`src/rtl/pwm_pkg.sv`:
```
// Shared definitions for the multi-channel PWM motor driver.
package pwm_pkg;

  // Per-channel update state: normal running, or forced-low dead time before a reversal.
  typedef enum logic {
    ST_RUN  = 1'b0,
    ST_DEAD = 1'b1
  } ch_state_e;

  // Command word layout: MSB is direction, the remaining bits are duty magnitude.
  function automatic int unsigned dir_bit(input int unsigned data_w);
    return data_w - 1;
  endfunction

  function automatic int unsigned mag_w(input int unsigned data_w);
    return data_w - 1;
  endfunction

  // Bits needed to hold values 0..max_val (never less than one bit).
  function automatic int unsigned cnt_w(input int unsigned max_val);
    return (max_val < 1) ? 1 : $clog2(max_val + 1);
  endfunction

endpackage

```
`src/rtl/pwm_channel.sv`:
```
// One motor channel: pending command buffer, active duty/direction, dead-time FSM, registered PWM output.
module pwm_channel
  import pwm_pkg::*;
#(
  parameter int unsigned DATA_W       = 16,
  parameter int unsigned PERIOD       = 1000,
  parameter int unsigned DEAD_PERIODS = 1,
  parameter int unsigned CNT_W        = 10
) (
  input  logic              clk,
  input  logic              rst,
  input  logic              i_en,
  input  logic              i_boundary,
  input  logic [CNT_W-1:0]  i_cnt,
  input  logic              i_wr_en,
  input  logic [DATA_W-1:0] i_wr_data,
  output logic              o_spd,
  output logic              o_dir,
  output logic              o_busy,
  output logic              o_upd_ack
);

  localparam int unsigned DIR_B = dir_bit(DATA_W);
  localparam int unsigned MAG_W = mag_w(DATA_W);
  localparam int unsigned DC_W  = cnt_w(DEAD_PERIODS);

  logic [DATA_W-1:0] r_pend;
  logic              r_pend_v;
  logic [CNT_W-1:0]  r_duty;
  logic              r_dir;
  logic [DC_W-1:0]   r_dcnt;
  logic              r_spd;
  logic              r_ack;
  ch_state_e         r_state;
  ch_state_e         w_state_nxt;

  logic              w_apply;
  logic              w_enter_dead;
  logic              w_pend_dir;
  logic [MAG_W-1:0]  w_pend_mag;
  logic [CNT_W-1:0]  w_sat_duty;

  assign w_pend_dir = r_pend[DIR_B];
  assign w_pend_mag = r_pend[MAG_W-1:0];
  assign w_sat_duty = (32'(w_pend_mag) >= PERIOD) ? CNT_W'(PERIOD) : CNT_W'(w_pend_mag);

  // Boundary decision: apply the pending command, or start dead time on a reversal of a live output.
  always_comb begin
    w_state_nxt  = r_state;
    w_apply      = 1'b0;
    w_enter_dead = 1'b0;
    if (i_boundary) begin
      case (r_state)
        ST_RUN: begin
          if (r_pend_v) begin
            if ((w_pend_dir == r_dir) || (r_duty == '0)) begin
              w_apply = 1'b1;
            end else begin
              w_enter_dead = 1'b1;
              w_state_nxt  = ST_DEAD;
            end
          end
        end
        ST_DEAD: begin
          if (r_dcnt == DC_W'(1)) begin
            w_apply     = 1'b1;
            w_state_nxt = ST_RUN;
          end
        end
        default: w_state_nxt = ST_RUN;
      endcase
    end
  end

  // FSM state register.
  always_ff @(posedge clk or negedge rst) begin
    if (!rst) begin
      r_state <= ST_RUN;
    end else begin
      r_state <= w_state_nxt;
    end
  end

  // Command buffers, dead-time counter and PWM compare; a write landing on a boundary stays pending.
  always_ff @(posedge clk or negedge rst) begin
    if (!rst) begin
      r_pend   <= '0;
      r_pend_v <= 1'b0;
      r_duty   <= '0;
      r_dir    <= 1'b0;
      r_dcnt   <= '0;
      r_spd    <= 1'b0;
      r_ack    <= 1'b0;
    end else begin
      r_ack <= w_apply;
      if (w_apply) begin
        r_duty   <= w_sat_duty;
        r_dir    <= w_pend_dir;
        r_pend_v <= 1'b0;
      end
      if (w_enter_dead) begin
        r_duty <= '0;
        r_dcnt <= DC_W'(DEAD_PERIODS);
      end else if (i_boundary && (r_state == ST_DEAD) && !w_apply) begin
        r_dcnt <= r_dcnt - 1'b1;
      end
      if (i_wr_en) begin
        r_pend   <= i_wr_data;
        r_pend_v <= 1'b1;
      end
      r_spd <= i_en && (i_cnt < r_duty);
    end
  end

  assign o_spd     = r_spd;
  assign o_dir     = r_dir;
  assign o_upd_ack = r_ack;
  assign o_busy    = r_pend_v | (r_state == ST_DEAD);

endmodule

```
`src/rtl/pwm_multi_channel.sv`:
```
// N-channel sign/magnitude PWM driver: shared prescaler and period counter feeding per-channel units.
module pwm_multi_channel
  import pwm_pkg::*;
#(
  parameter int unsigned NUM_CH       = 2,
  parameter int unsigned DATA_W       = 16,
  parameter int unsigned PERIOD       = 1000,
  parameter int unsigned PRESCALE     = 4,
  parameter int unsigned DEAD_PERIODS = 1
) (
  input  logic                     clk,
  input  logic                     rst,
  input  logic                     en,
  input  logic [NUM_CH-1:0]        wr_en,
  input  logic [NUM_CH*DATA_W-1:0] wr_data,
  output logic [NUM_CH-1:0]        spd,
  output logic [NUM_CH-1:0]        dir,
  output logic [NUM_CH-1:0]        busy,
  output logic [NUM_CH-1:0]        upd_ack,
  output logic                     period_start
);

  localparam int unsigned CNT_W = cnt_w(PERIOD);
  localparam int unsigned PS_W  = cnt_w(PRESCALE);

  logic [PS_W-1:0]  r_pcnt;
  logic [CNT_W-1:0] r_cnt;
  logic             r_en_q;
  logic             r_period_start;
  logic             w_tick;
  logic             w_wrap;
  logic             w_boundary;

  assign w_tick     = en && (r_pcnt == PS_W'(PRESCALE - 1));
  assign w_wrap     = w_tick && (r_cnt == CNT_W'(PERIOD - 1));
  // The first enabled cycle after en was low also counts as a boundary, without a period_start pulse.
  assign w_boundary = w_wrap || (en && !r_en_q);

  // Prescaler and period counter; both held at zero while disabled.
  always_ff @(posedge clk or negedge rst) begin
    if (!rst) begin
      r_pcnt <= '0;
      r_cnt  <= '0;
    end else if (!en) begin
      r_pcnt <= '0;
      r_cnt  <= '0;
    end else if (w_tick) begin
      r_pcnt <= '0;
      r_cnt  <= w_wrap ? '0 : r_cnt + 1'b1;
    end else begin
      r_pcnt <= r_pcnt + 1'b1;
    end
  end

  // Period wrap pulse and enable history for boundary detection.
  always_ff @(posedge clk or negedge rst) begin
    if (!rst) begin
      r_period_start <= 1'b0;
      r_en_q         <= 1'b0;
    end else begin
      r_period_start <= w_wrap;
      r_en_q         <= en;
    end
  end

  assign period_start = r_period_start;

  for (genvar g = 0; g < NUM_CH; g++) begin : g_ch
    pwm_channel #(
      .DATA_W      (DATA_W),
      .PERIOD      (PERIOD),
      .DEAD_PERIODS(DEAD_PERIODS),
      .CNT_W       (CNT_W)
    ) u_ch (
      .clk       (clk),
      .rst       (rst),
      .i_en      (en),
      .i_boundary(w_boundary),
      .i_cnt     (r_cnt),
      .i_wr_en   (wr_en[g]),
      .i_wr_data (wr_data[g*DATA_W +: DATA_W]),
      .o_spd     (spd[g]),
      .o_dir     (dir[g]),
      .o_busy    (busy[g]),
      .o_upd_ack (upd_ack[g])
    );
  end

endmodule
```
`config.mk`:
```
export PLATFORM = sky130hd
export DESIGN_NAME = pwm_multi_channel
export DESIGN_NICKNAME = d
export VERILOG_FILES = /design/src/rtl/pwm_pkg.sv /design/src/rtl/pwm_channel.sv /design/src/rtl/pwm_multi_channel.sv
export SDC_FILE = /design/constraint.sdc
export NUM_CORES = 1
export LEC_CHECK = 0
export CAP_MARGIN = 20
export CORE_MARGIN = 3
export CORE_UTILIZATION = 56
export CTS_CLUSTER_DIAMETER = 150
export DETAILED_ROUTE_END_ITERATION = 7
export GPL_ROUTABILITY_DRIVEN = 0
export PLACE_DENSITY = 0.8
export SYNTH_ARGS = -nofsm -noshare
export SYNTH_HDL_FRONTEND = slang
export SYNTH_SLANG_ARGS = --single-unit
```
`constraint.sdc`:
```
create_clock -name clk -period 2.4 [get_ports clk]
set_input_delay 0.48 -clock clk [delete_from_list [all_inputs] [get_ports clk]]
set_output_delay 0.48 -clock clk [all_outputs]
set_load 0.05 [all_outputs]
```
==> metrics <==
status finished clean; RSZ-0062 raised after global routing false; setup total negative slack 0 ps; Core ar. between 6000 and 7000 sq um; Util after Layout 72.1%; crit path time final about 2300 ps; Ant. Diodes 0; Clock Tree Root clkbuf_8; top routing layer used met4; CTS Sinks a little under 80; Synthesis Warnings 0; PortBufs between 40 and 50; clk buf depth 2; Synth Flop Type dfrtp_1; worst hold path type in2async; Period Utilization, post-route ~95%; # Post-CTS Setup Buffers 0; Met2 Wirelength between 3000 and 4000 um; crit-path max FO 7; Slew Limit Fails 0; DR WL met3 approximately 320 um; drt total wl roughly 8000 um; Worst Path Required roughly 1900 ps; worst setup path category reg2out; EDFF count, synth 0; number of buffers created by CTS 9; final HPWL from detailed placement 5850 um; register-to-register setup slack approximately 370 ps; I/O pin count 46; Lkg Pwr 2.13 nW; Via density ~5.7; CP endpoint kind output port; Peak VDD IR 465 uV; area taken by multi-input logic gates 1750 sq um; Initial DRC Count 138; number of global-route vias before repair around 2900; Die W between 80 and 90 um; Reg-to-Reg Start r_cnt[1]; grt total ovfl 0; Die Ht 89.9 um; Mapped Nets 400; final setup vio count 0; Power Density 875 nW/um^2; commonest cells after routing, fill and taps aside 79 x dfrtp_1, 44 x clkdlybuf4s50_1, 33 x mux2_2; Hold Worst Slack around 81 ps; # rows 29; fmax between 400 and 500 MHz; Synth Register Bits around 80; first-pass GRT wire length about 14000 um; Slew headroom 53.2%; commonest non-fill, non-tap cell in the layout dfrtp_1; Nets 447; layout cells sized above 1 between 10% and 20%; Mapped Area between 3000 and 4000 sq um; drc violations 0; cts hold-fix bufs 0; worst r2r path cells 5; R2R Path End g_ch[1].u_ch.r_duty[4]; Arr. time, crit path 1800 ps; Area Overhead vs Synth 20.2%; DR pass1 iterations 4; filler cell count ~470; Critical Path Start Type register; metal1 wirelength between 3000 and 4000 um; antenna-violating nets left 0; Worst Max-Slew Pin Slew between 600 and 700 ps; routed via count around 2800; CTS tree built; final hold vios 0; H-Tree Depth 3; largest net degree at the start of global routing 38; clock skew around 9 ps; routed len/inst 16.5 um; Reg area roughly 2000 sq um; Mapped Cells 343; placed cells 472; clock slew at reported path FFs 80 ps; initial core utilization between 50% and 60%; asr flop ratio synth between 90% and 100%; post-CTS sizing 0; initial antenna violation count 0; Total Routing Usage GR 21.0%; Cell variety after synth 54; non-filler cells, final slightly below 500; die area around 8100 sq um; number of max-cap violations 0; Syn Area/Cell approximately 11 sq um; sequential-to-total area share from yosys stat about 50%; Clock Latency Late Sink roughly 350 ps
-- critical path, cell delays in order (launching register included) --
cell and delay (ps):
dfrtp_1 460, or2_2 300, clkdlybuf4s50_1 700
-- power breakdown --
part	internal [mW]	switching, mW	total (mW)	leakage, nW
Clock	0.827	0.486	1.31	0.134
Combinational	0.489	0.618	1.11	1.03
Sequential	1.55	0.168	1.72	0.962
Total	2.87	1.27	4.14	2.13
-- final cells by class --
| cell class | instances | share of cell area [%] |
|---|---|---|
| Sequential cell | 79 | 41.8 |
| Multi-Input combinational cell | 221 | 37.0 |
| Timing Repair Buffer | 53 | 11.0 |
| Clock buffer | 11 | 2.99 |
| Clock inverter | 5 | 2.72 |
| Tap cell | 93 | 2.46 |
| Inverter | 26 | 2.06 |
-- per-layer routing --
| metal | global-route usage, % | up-vias |
|---|---|---|
| li1 | - | 1336 |
| met1 | 28.2 | 1402 |
| met2 | 34.5 | 50 |
| met3 | 3.92 | 13 |
| met4 | 7.27 | 0 |
| met5 | 0 | - |
-- synthesized netlist by cell type, types with 3 or more instances --
library cell	number	area share [%]
nand2_1	14	1.3
nor2_1	16	1.5
nand4_1	5	0.79
clkbuf_1	3	0.29
a21oi_1	3	0.38
xnor2_1	4	0.89
o21a_1	4	0.76
o21ai_0	8	1.0
a22o_1	7	1.6
and3_1	6	0.95
nor3_1	3	0.38
a31oi_1	6	0.95
o22ai_1	9	1.4
mux2_2	33	9.4
nand2b_1	7	1.1
a21o_1	4	0.76
dfrtp_1	79	50
nand3b_1	3	0.57
a2111oi_0	3	0.67
buf_4	10	1.9
a211oi_1	5	0.95
nand3_1	8	1.0
and2_1	6	0.95
mux2i_1	10	2.5
inv_1	25	2.4
ha_1	20	6.4
o211ai_1	4	0.76
o21bai_1	3	0.57
nor4_1	4	0.64
-- sequential cells by signal, summed over array words and instances (netlist names) --
signal / flops
g_ch.u_ch.r_pend_v: 2
g_ch.u_ch.r_state: 2
g_ch.u_ch.o_upd_ack: 2
g_ch.u_ch.o_dir: 2
r_cnt: 10
period_start: 1
r_pcnt: 3
g_ch.u_ch.r_dcnt: 2
r_en_q: 1
g_ch.u_ch.r_duty: 20
g_ch.u_ch.o_spd: 2
g_ch.u_ch.r_pend: 32
-- worst max path at each step --
stage          depth (start not counted)            startpoint                     end
2_1_floorplan                          6              r_cnt[1]  g_ch[0].u_ch.r_duty[3]
3_3_place_gp                           5                    en      g_ch[0].u_ch.o_dir
3_5_place_dp                           6                    en      g_ch[1].u_ch.o_spd
4_1_cts                                2  g_ch[0].u_ch.r_state                 busy[0]
5_1_grt                                2  g_ch[0].u_ch.r_state                 busy[0]
6_report                               2  g_ch[0].u_ch.r_state                 busy[0]
-- metrics by stage --
step	total power [mW]	worst slack, ps	area, sq um
finish	4.14	117	4730
floorplan	2.54	589	3940
detailed placement	2.85	61.1	4460
global placement	2.79	301	4460
global route	4.36	88.4	4730
CTS	4.17	123	4730
-- cell families after synthesis --
| group | count (synthesis) | share of synthesized area [%] |
|---|---|---|
| flip-flops | 79 | 50.2 |
| AND/OR/NAND/NOR | 82 | 11.6 |
| adder cells (fa/ha/maj) | 20 | 6.35 |
| multiplexers | 45 | 12.5 |
| XOR/XNOR | 5 | 1.11 |
| AO/OA/AOI/OAI | 69 | 12.9 |
| buffers and inverters | 43 | 5.30 |
(Power assumes the default switching activity.)
